<file path="config.mk">
export PLATFORM = sky130hd
export DESIGN_NAME = biriscv_fetch_mq_flat
export DESIGN_NICKNAME = d
export VERILOG_FILES = /design/src/rtl/biriscv_fetch_mq_if.sv /design/src/rtl/biriscv_fetch_mq.sv /design/src/flat_wrapper.sv
export SDC_FILE = /design/constraint.sdc
export NUM_CORES = 1
export LEC_CHECK = 0
export CORE_MARGIN = 4
export CORE_UTILIZATION = 50
export CTS_CLUSTER_DIAMETER = 60
export DETAILED_ROUTE_END_ITERATION = 10
export HOLD_SLACK_MARGIN = 0.08
export MAX_ROUTING_LAYER = met4
export PLACE_DENSITY_LB_ADDON = 0.08
export SLEW_MARGIN = 0
export SYNTH_ARGS = -nofsm -noshare
export SYNTH_HDL_FRONTEND = slang
export SYNTH_SLANG_ARGS = --single-unit
</file>
<file path="constraint.sdc">
create_clock -name clk_i -period 5.8 [get_ports clk_i]
set_input_delay 1.74 -clock clk_i [delete_from_list [all_inputs] [get_ports clk_i]]
set_output_delay 1.74 -clock clk_i [all_outputs]
set_load 0.02 [all_outputs]
</file>
<file path="src/rtl/biriscv_fetch_mq_if.sv">
// Fetch-unit bus: branch/predictor inputs, I-cache request/response and decode-side outputs.
// master is the fetch unit, slave is the surrounding front end / I-cache / decode.
interface biriscv_fetch_mq_if;
    logic        branch_request_i;
    logic [31:0] branch_pc_i;
    logic [1:0]  branch_priv_i;
    logic [31:0] next_pc_f_i;
    logic [1:0]  next_taken_f_i;
    logic        fetch_invalidate_i;
    logic        icache_accept_i;
    logic        icache_valid_i;
    logic        icache_error_i;
    logic        icache_page_fault_i;
    logic [63:0] icache_inst_i;
    logic        fetch_accept_i;
    logic        icache_rd_o;
    logic [31:0] icache_pc_o;
    logic [1:0]  icache_priv_o;
    logic        icache_flush_o;
    logic [31:0] pc_f_o;
    logic        pc_accept_o;
    logic        fetch_valid_o;
    logic [63:0] fetch_instr_o;
    logic [31:0] fetch_pc_o;
    logic [1:0]  fetch_pred_branch_o;
    logic        fetch_fault_fetch_o;
    logic        fetch_fault_page_o;

    modport master (
        input  branch_request_i, branch_pc_i, branch_priv_i, next_pc_f_i, next_taken_f_i,
        input  fetch_invalidate_i, icache_accept_i, icache_valid_i, icache_error_i,
        input  icache_page_fault_i, icache_inst_i, fetch_accept_i,
        output icache_rd_o, icache_pc_o, icache_priv_o, icache_flush_o, pc_f_o, pc_accept_o,
        output fetch_valid_o, fetch_instr_o, fetch_pc_o, fetch_pred_branch_o,
        output fetch_fault_fetch_o, fetch_fault_page_o
    );

    modport slave (
        output branch_request_i, branch_pc_i, branch_priv_i, next_pc_f_i, next_taken_f_i,
        output fetch_invalidate_i, icache_accept_i, icache_valid_i, icache_error_i,
        output icache_page_fault_i, icache_inst_i, fetch_accept_i,
        input  icache_rd_o, icache_pc_o, icache_priv_o, icache_flush_o, pc_f_o, pc_accept_o,
        input  fetch_valid_o, fetch_instr_o, fetch_pc_o, fetch_pred_branch_o,
        input  fetch_fault_fetch_o, fetch_fault_page_o
    );
endinterface

</file>
<file path="src/rtl/biriscv_fetch_mq.sv">
// Multi-outstanding instruction fetch: tag FIFO for in-flight reads, credit-based response FIFO,
// and stale-response dropping by count so a redirect never waits for the I-cache to drain.
module biriscv_fetch_mq #(
    parameter int unsigned MAX_OUTSTANDING = 2,
    parameter int unsigned BUF_DEPTH       = 4
) (
    input logic                clk_i,
    input logic                rst_ni,
    biriscv_fetch_mq_if.master bus
);
    localparam logic [1:0]  PRIV_MACHINE = 2'b11;
    localparam int unsigned CNT_W        = $clog2(MAX_OUTSTANDING + 1);
    localparam int unsigned TAG_AW       = (MAX_OUTSTANDING > 1) ? $clog2(MAX_OUTSTANDING) : 1;
    localparam int unsigned TAG_N        = 1 << TAG_AW;
    localparam int unsigned BUF_AW       = $clog2(BUF_DEPTH);

    typedef struct packed {
        logic [28:0] pc;
        logic [1:0]  taken;
    } tag_t;

    typedef struct packed {
        logic        page_fault;
        logic        error;
        logic [1:0]  pred;
        logic [28:0] pc;
        logic [63:0] inst;
    } resp_t;

    logic              active_q, active_d;
    logic [31:0]       pc_f_q, pc_f_d;
    logic [1:0]        priv_q, priv_d;
    logic              flush_pend_q, flush_pend_d;
    logic [CNT_W-1:0]  out_q, out_d;
    logic [CNT_W-1:0]  drop_q, drop_d;

    tag_t              tag_mem_q [TAG_N];
    logic [TAG_AW-1:0] tag_wr_q, tag_wr_d;
    logic [TAG_AW-1:0] tag_rd_q, tag_rd_d;

    resp_t             buf_mem_q [BUF_DEPTH];
    logic [BUF_AW:0]   buf_wr_q, buf_wr_d;
    logic [BUF_AW:0]   buf_rd_q, buf_rd_d;
    logic [BUF_AW:0]   buf_count;

    logic              branch;
    logic              flush_req;
    logic              flush_busy;
    logic              read_req;
    logic              read_fire;
    logic              resp_valid;
    logic              resp_keep;
    logic              resp_drop;
    logic              buf_empty;
    logic              buf_pop;
    logic [31:0]       credit_used;
    tag_t              tag_new;
    tag_t              tag_head;
    resp_t             resp_ent;
    resp_t             buf_head;

    assign branch     = bus.branch_request_i;
    assign resp_valid = bus.icache_valid_i;
    assign flush_req  = bus.fetch_invalidate_i | flush_pend_q;
    assign flush_busy = flush_req;

    assign buf_count = buf_wr_q - buf_rd_q;
    assign buf_empty = (buf_wr_q == buf_rd_q);
    assign buf_head  = buf_mem_q[buf_rd_q[BUF_AW-1:0]];
    assign buf_pop   = bus.fetch_accept_i & ~buf_empty & ~branch;

    // Credits cover buffered packets plus every live (non-stale) read, so a push always fits.
    assign credit_used = 32'(buf_count) + 32'(out_q) - 32'(drop_q);

    assign read_req  = active_q & ~branch & ~flush_busy &
                       (32'(out_q) < MAX_OUTSTANDING) & (credit_used < BUF_DEPTH);
    assign read_fire = read_req & bus.icache_accept_i;

    assign tag_new  = {pc_f_q[31:3], bus.next_taken_f_i};
    assign tag_head = tag_mem_q[tag_rd_q];

    // A response in the redirect cycle is stale by definition.
    assign resp_drop = resp_valid & (branch | (drop_q != '0));
    assign resp_keep = resp_valid & ~resp_drop;
    assign resp_ent  = {bus.icache_page_fault_i, bus.icache_error_i, tag_head.taken,
                        tag_head.pc, bus.icache_inst_i};

    always_comb begin
        active_d = active_q | branch;
        pc_f_d   = pc_f_q;
        priv_d   = priv_q;
        if (branch) begin
            pc_f_d = bus.branch_pc_i;
            priv_d = bus.branch_priv_i;
        end else if (read_fire) begin
            pc_f_d = bus.next_pc_f_i;
        end
    end

    always_comb begin
        flush_pend_d = flush_req & ~bus.icache_accept_i;
    end

    always_comb begin
        out_d = out_q;
        if (read_fire && !resp_valid) begin
            out_d = out_q + CNT_W'(1);
        end else if (!read_fire && resp_valid) begin
            out_d = out_q - CNT_W'(1);
        end
    end

    always_comb begin
        drop_d = drop_q;
        if (branch) begin
            drop_d = out_q - CNT_W'(resp_valid);
        end else if (resp_valid && drop_q != '0) begin
            drop_d = drop_q - CNT_W'(1);
        end
    end

    always_comb begin
        tag_wr_d = tag_wr_q;
        tag_rd_d = tag_rd_q;
        if (read_fire) begin
            tag_wr_d = tag_wr_q + TAG_AW'(1);
        end
        if (resp_valid) begin
            tag_rd_d = tag_rd_q + TAG_AW'(1);
        end
    end

    always_comb begin
        buf_wr_d = buf_wr_q;
        buf_rd_d = buf_rd_q;
        if (resp_keep) begin
            buf_wr_d = buf_wr_q + (BUF_AW + 1)'(1);
        end
        if (branch) begin
            buf_rd_d = buf_wr_q;
        end else if (buf_pop) begin
            buf_rd_d = buf_rd_q + (BUF_AW + 1)'(1);
        end
    end

    always_ff @(posedge clk_i or negedge rst_ni) begin
        if (!rst_ni) begin
            active_q     <= 1'b0;
            pc_f_q       <= '0;
            priv_q       <= PRIV_MACHINE;
            flush_pend_q <= 1'b0;
            out_q        <= '0;
            drop_q       <= '0;
            tag_wr_q     <= '0;
            tag_rd_q     <= '0;
            buf_wr_q     <= '0;
            buf_rd_q     <= '0;
        end else begin
            active_q     <= active_d;
            pc_f_q       <= pc_f_d;
            priv_q       <= priv_d;
            flush_pend_q <= flush_pend_d;
            out_q        <= out_d;
            drop_q       <= drop_d;
            tag_wr_q     <= tag_wr_d;
            tag_rd_q     <= tag_rd_d;
            buf_wr_q     <= buf_wr_d;
            buf_rd_q     <= buf_rd_d;
        end
    end

    // Storage is cleared too, so head fields read 0 straight out of reset.
    always_ff @(posedge clk_i or negedge rst_ni) begin
        if (!rst_ni) begin
            for (int i = 0; i < TAG_N; i++) begin
                tag_mem_q[i] <= '0;
            end
        end else if (read_fire) begin
            tag_mem_q[tag_wr_q] <= tag_new;
        end
    end

    always_ff @(posedge clk_i or negedge rst_ni) begin
        if (!rst_ni) begin
            for (int i = 0; i < BUF_DEPTH; i++) begin
                buf_mem_q[i] <= '0;
            end
        end else if (resp_keep) begin
            buf_mem_q[buf_wr_q[BUF_AW-1:0]] <= resp_ent;
        end
    end

    assign bus.icache_rd_o         = read_req;
    assign bus.icache_pc_o         = {pc_f_q[31:3], 3'b000};
    assign bus.icache_priv_o       = priv_q;
    assign bus.icache_flush_o      = flush_req;
    assign bus.pc_f_o              = pc_f_q;
    assign bus.pc_accept_o         = read_fire;
    assign bus.fetch_valid_o       = ~buf_empty;
    assign bus.fetch_instr_o       = buf_head.inst;
    assign bus.fetch_pc_o          = {buf_head.pc, 3'b000};
    assign bus.fetch_pred_branch_o = buf_head.pred;
    assign bus.fetch_fault_fetch_o = buf_head.error;
    assign bus.fetch_fault_page_o  = buf_head.page_fault;
endmodule
</file>
<file path="src/flat_wrapper.sv">
// flat-port wrapper written by rule: the top's interface ports become plain ports
module biriscv_fetch_mq_flat 
#(
    parameter int unsigned MAX_OUTSTANDING = 2,
    parameter int unsigned BUF_DEPTH       = 4
)
  (clk_i, rst_ni, bus_branch_request_i, bus_branch_pc_i, bus_branch_priv_i, bus_next_pc_f_i, bus_next_taken_f_i, bus_fetch_invalidate_i, bus_icache_accept_i, bus_icache_valid_i, bus_icache_error_i, bus_icache_page_fault_i, bus_icache_inst_i, bus_fetch_accept_i, bus_icache_rd_o, bus_icache_pc_o, bus_icache_priv_o, bus_icache_flush_o, bus_pc_f_o, bus_pc_accept_o, bus_fetch_valid_o, bus_fetch_instr_o, bus_fetch_pc_o, bus_fetch_pred_branch_o, bus_fetch_fault_fetch_o, bus_fetch_fault_page_o);
  biriscv_fetch_mq_if bus_i ();
  input logic clk_i;
  input logic rst_ni;
  input wire logic [$bits(bus_i.branch_request_i)-1:0] bus_branch_request_i;
  input wire logic [$bits(bus_i.branch_pc_i)-1:0] bus_branch_pc_i;
  input wire logic [$bits(bus_i.branch_priv_i)-1:0] bus_branch_priv_i;
  input wire logic [$bits(bus_i.next_pc_f_i)-1:0] bus_next_pc_f_i;
  input wire logic [$bits(bus_i.next_taken_f_i)-1:0] bus_next_taken_f_i;
  input wire logic [$bits(bus_i.fetch_invalidate_i)-1:0] bus_fetch_invalidate_i;
  input wire logic [$bits(bus_i.icache_accept_i)-1:0] bus_icache_accept_i;
  input wire logic [$bits(bus_i.icache_valid_i)-1:0] bus_icache_valid_i;
  input wire logic [$bits(bus_i.icache_error_i)-1:0] bus_icache_error_i;
  input wire logic [$bits(bus_i.icache_page_fault_i)-1:0] bus_icache_page_fault_i;
  input wire logic [$bits(bus_i.icache_inst_i)-1:0] bus_icache_inst_i;
  input wire logic [$bits(bus_i.fetch_accept_i)-1:0] bus_fetch_accept_i;
  output wire logic [$bits(bus_i.icache_rd_o)-1:0] bus_icache_rd_o;
  output wire logic [$bits(bus_i.icache_pc_o)-1:0] bus_icache_pc_o;
  output wire logic [$bits(bus_i.icache_priv_o)-1:0] bus_icache_priv_o;
  output wire logic [$bits(bus_i.icache_flush_o)-1:0] bus_icache_flush_o;
  output wire logic [$bits(bus_i.pc_f_o)-1:0] bus_pc_f_o;
  output wire logic [$bits(bus_i.pc_accept_o)-1:0] bus_pc_accept_o;
  output wire logic [$bits(bus_i.fetch_valid_o)-1:0] bus_fetch_valid_o;
  output wire logic [$bits(bus_i.fetch_instr_o)-1:0] bus_fetch_instr_o;
  output wire logic [$bits(bus_i.fetch_pc_o)-1:0] bus_fetch_pc_o;
  output wire logic [$bits(bus_i.fetch_pred_branch_o)-1:0] bus_fetch_pred_branch_o;
  output wire logic [$bits(bus_i.fetch_fault_fetch_o)-1:0] bus_fetch_fault_fetch_o;
  output wire logic [$bits(bus_i.fetch_fault_page_o)-1:0] bus_fetch_fault_page_o;
  assign bus_i.branch_request_i = bus_branch_request_i;
  assign bus_i.branch_pc_i = bus_branch_pc_i;
  assign bus_i.branch_priv_i = bus_branch_priv_i;
  assign bus_i.next_pc_f_i = bus_next_pc_f_i;
  assign bus_i.next_taken_f_i = bus_next_taken_f_i;
  assign bus_i.fetch_invalidate_i = bus_fetch_invalidate_i;
  assign bus_i.icache_accept_i = bus_icache_accept_i;
  assign bus_i.icache_valid_i = bus_icache_valid_i;
  assign bus_i.icache_error_i = bus_icache_error_i;
  assign bus_i.icache_page_fault_i = bus_icache_page_fault_i;
  assign bus_i.icache_inst_i = bus_icache_inst_i;
  assign bus_i.fetch_accept_i = bus_fetch_accept_i;
  assign bus_icache_rd_o = bus_i.icache_rd_o;
  assign bus_icache_pc_o = bus_i.icache_pc_o;
  assign bus_icache_priv_o = bus_i.icache_priv_o;
  assign bus_icache_flush_o = bus_i.icache_flush_o;
  assign bus_pc_f_o = bus_i.pc_f_o;
  assign bus_pc_accept_o = bus_i.pc_accept_o;
  assign bus_fetch_valid_o = bus_i.fetch_valid_o;
  assign bus_fetch_instr_o = bus_i.fetch_instr_o;
  assign bus_fetch_pc_o = bus_i.fetch_pc_o;
  assign bus_fetch_pred_branch_o = bus_i.fetch_pred_branch_o;
  assign bus_fetch_fault_fetch_o = bus_i.fetch_fault_fetch_o;
  assign bus_fetch_fault_page_o = bus_i.fetch_fault_page_o;
  biriscv_fetch_mq #(.MAX_OUTSTANDING(MAX_OUTSTANDING), .BUF_DEPTH(BUF_DEPTH)) u_core (.clk_i(clk_i), .rst_ni(rst_ni), .bus(bus_i));
endmodule
</file>
==> results.md <==
* Std cell rows at 76
* Post-synthesis sequential element count at 498
* Hpwl dp at 31400 um
* Max cap viols at 0
* CTS buffer count at 52
* R2R depth at 15
* Register area share after synthesis at 56.9%
* Detail Route Antenna Nets at 0
* Sink Count at 498
* Share of cells above drive strength 1 at 28.4%
* Outcome: finished clean
* Critical path arrival at 3820 ps
* Avg Synthesized Cell Area at 14.0 um^2
* HP Class: reg2reg
* Commonest cells after routing, fill and taps aside: 493 x dfrtp_1, 300 x clkdlybuf4s50_1, 297 x mux2_2
* Post-Syn Area at 21900 um^2
* Reg clk slew, reported paths at 60 ps
* Syn Inst Count at 1563
* DRC at 0
* YS warnings at 0
* Yosys cell types at 36
* Final critical-path share of the clock period at 95.8%
* Power per Cell Area at 574 nW/um^2
* Final nets at 1963
* Required @ worst endpoint at 4060 ps
* First-pass GRT wire length at 80400 um
* Leakage power at 12.2 nW
* DR vias at 13.4k
* EDFF count, synth at 0
* Area delta synth->final at 23.6%
* Initial DRC Count at 743
* I/O pin count at 311
* WL/cell at 20.4 um
* Area of the multi-input gates at 8750 um^2
* Pre-Repair DR Iteration Count at 4
* Hold Crit Endpoint: u_core.buf_mem_q[68]
* Via density at 5.53
* Die area at 47200 um^2
* Setup TNS at 0 ps
* Root buf cell: clkbuf_16
* Reg area at 12500 um^2
* Yosys top cell area share at 56.7%
* Drt total wl at 49700 um
* Worst skew pair latency at 580 ps
* Reg-to-Reg End: u_core.tag_mem_q[52]
* # H-tree levels at 2
* Die X at 217 um
* RePlAce Congestion at 0.803
* Synth top area cells: dfrtp_1 57%, mux2_2 15%, mux4_2 10%
* Total core area at 43200 um^2
* Fmax achieved at 180 MHz
* Reg2reg start: u_core.buf_wr_q[0]
* Largest net degree at the start of global routing at 119
* Count of final hold-check violations at 0
* Vias in the first global route at 14.5k
* Max Transition Viols Final at 0
* TritonCTS clock tree: yes
* Minimum clock period at 5560 ps
* Hold Path Cell Cnt at 2
* Max_slew headroom at 26.2%
* Setup-failing EPs final at 0
* Grt total ovfl at 0
* Post-synth ARST share at 100%
* Synth Flop Type: dfrtp_1
* Setup Crit Path Kind: reg2out
* Final worst slack at 242 ps
* Gr usage total at 22.0%
* Initial antenna violation count at 2
* RSZ-0062 raised after global routing: false
* Worst VDD drop at 0.864 mV
* Critical path fanouts, max at 4
* PortBufs at 304
* Worst Max-Slew Pin Slew at 1110 ps
* Startpoint types: register
* Yosys top cell by area: dfrtp_1
* CTS max path bufs at 3
* Hold wc startpoint: u_core.buf_mem_q[68]
* CP Capture Type: primary output
* Clock Skew at 12.9 ps
* R2r setup slk at 1150 ps
* Fill cells at 3393
* Commonest non-fill, non-tap cell in the layout: dfrtp_1
* Starting Density at 50.7%
* Setup slack at placement at 188 ps
* Die span in y at 217 um
-- synthesized netlist by cell type, drive strengths merged (7+ instances only) --
cell type / count
o21ai: 160
dfrtp: 496
nor2b: 33
a41oi: 32
mux4: 97
xor2: 8
clkbuf: 96
a21oi: 35
xnor2: 7
mux2: 328
inv: 10
mux2i: 32
nor2: 7
nand2: 136
buf: 54
ha: 14
-- sequential cells by signal, summed over array words and instances (netlist names) --
| signal | flops |
|---|---|
| u_core.buf_mem_q | 388 |
| u_core.tag_mem_q | 62 |
| u_core.buf_rd_q | 3 |
| u_core.drop_q | 2 |
| u_core.out_q | 2 |
| u_core.bus.pc_f_o | 32 |
| u_core.bus.icache_priv_o | 2 |
| u_core.tag_wr_q | 1 |
| u_core.buf_wr_q | 3 |
| u_core.tag_rd_q | 1 |
| u_core.active_q | 1 |
| u_core.flush_pend_q | 1 |
-- what timing repair did --
| item | in CTS | in global routing |
|---|---|---|
| hold buffers | 0 | 0 |
| buffers inserted | 0 | 0 |
| hold endpoints to repair | 0 | 0 |
| setup endpoints to repair | 2 | 2 |
| gates resized for setup | 8 | 5 |
| cloned | 0 | 0 |
-- worst max-delay path by stage --
| stage | startpoint | end | slack [ps] | depth (start not counted) |
|---|---|---|---|---|
| final | u_core.buf_wr_q[0] | bus_pc_accept_o | 240 | 14 |
| after global routing | u_core.buf_wr_q[0] | bus_pc_accept_o | 0.4 | 14 |
| after CTS | u_core.buf_wr_q[0] | bus_icache_rd_o | 8 | 13 |
| after detailed placement | u_core.buf_wr_q[0] | bus_pc_accept_o | 190 | 14 |
| after global placement | u_core.buf_wr_q[0] | bus_pc_accept_o | 240 | 14 |
| after floorplan | u_core.buf_rd_q[1] | bus_icache_rd_o | 100 | 15 |
-- through the flow --
stage | hold WS (ps) | area [um^2] | total power [mW] | util, % | instances
final | 473 | 27100 | 15.5 | 62.7 | 2433
after global routing | 493 | 27100 | 16.5 | 62.7 | 2433
after CTS | 480 | 27100 | 15.7 | 62.7 | 2431
after detailed placement | 465 | 25400 | 12.3 | 58.8 | 2337
after global placement | 456 | 25400 | 12.1 | 58.8 | 2337
after floorplan | 428 | 21900 | 9.75 | - | 1568
-- layer usage --
metal	vias up	part of all wire (%)	track usage (%)
met5	-	0	-
met4	0	1.8	5.00
met3	58	4.4	3.70
met2	305	48	34.1
met1	6975	46	31.1
li1	6110	-	-
-- report_power, final --
group	switching (mW)	internal (mW)	total, mW
Sequential	0.736	4.76	5.49
Combinational	3.51	3.22	6.73
Clock	1.35	1.97	3.32
-- worst max-delay path, cell delays in order, from the launching register on --
cell and delay (ps):
dfrtp_1 410, inv_2 110, ha_1 150, inv_1 50, fa_1 540, fa_1 440
ha_1 300, a21oi_2 60, nor2b_2 150, ha_1 170, nor3_1 150, and4_1 240
nand2_1 110, nor2_4 150, buf_2 190
-- cell type report --
class                      count  area share (%)
antenna                        2          0.0185
clock buffer                  74            5.37
clock inverter                20           0.883
inverter                      10           0.139
multi-input combinational    910            32.3
sequential                   498            46.1
tap                          585            2.70
timing repair buffer         334            12.5
-- cells by family (layout without fill, tap and decap cells) --
logic type      after synthesis  after routing  synth area share [%]
buf+inv                     160            438                  3.48
fa+ha+maj                    16             16                 0.982
flops                       498            498                  56.9
simple gates                186            186                  3.69
mux                         457            457                  28.3
xor+xnor                     16             16                 0.834
other cells                   1              8                0.0171
compound gates              229            229                  5.80
Power figures use the tool's default switching activity.
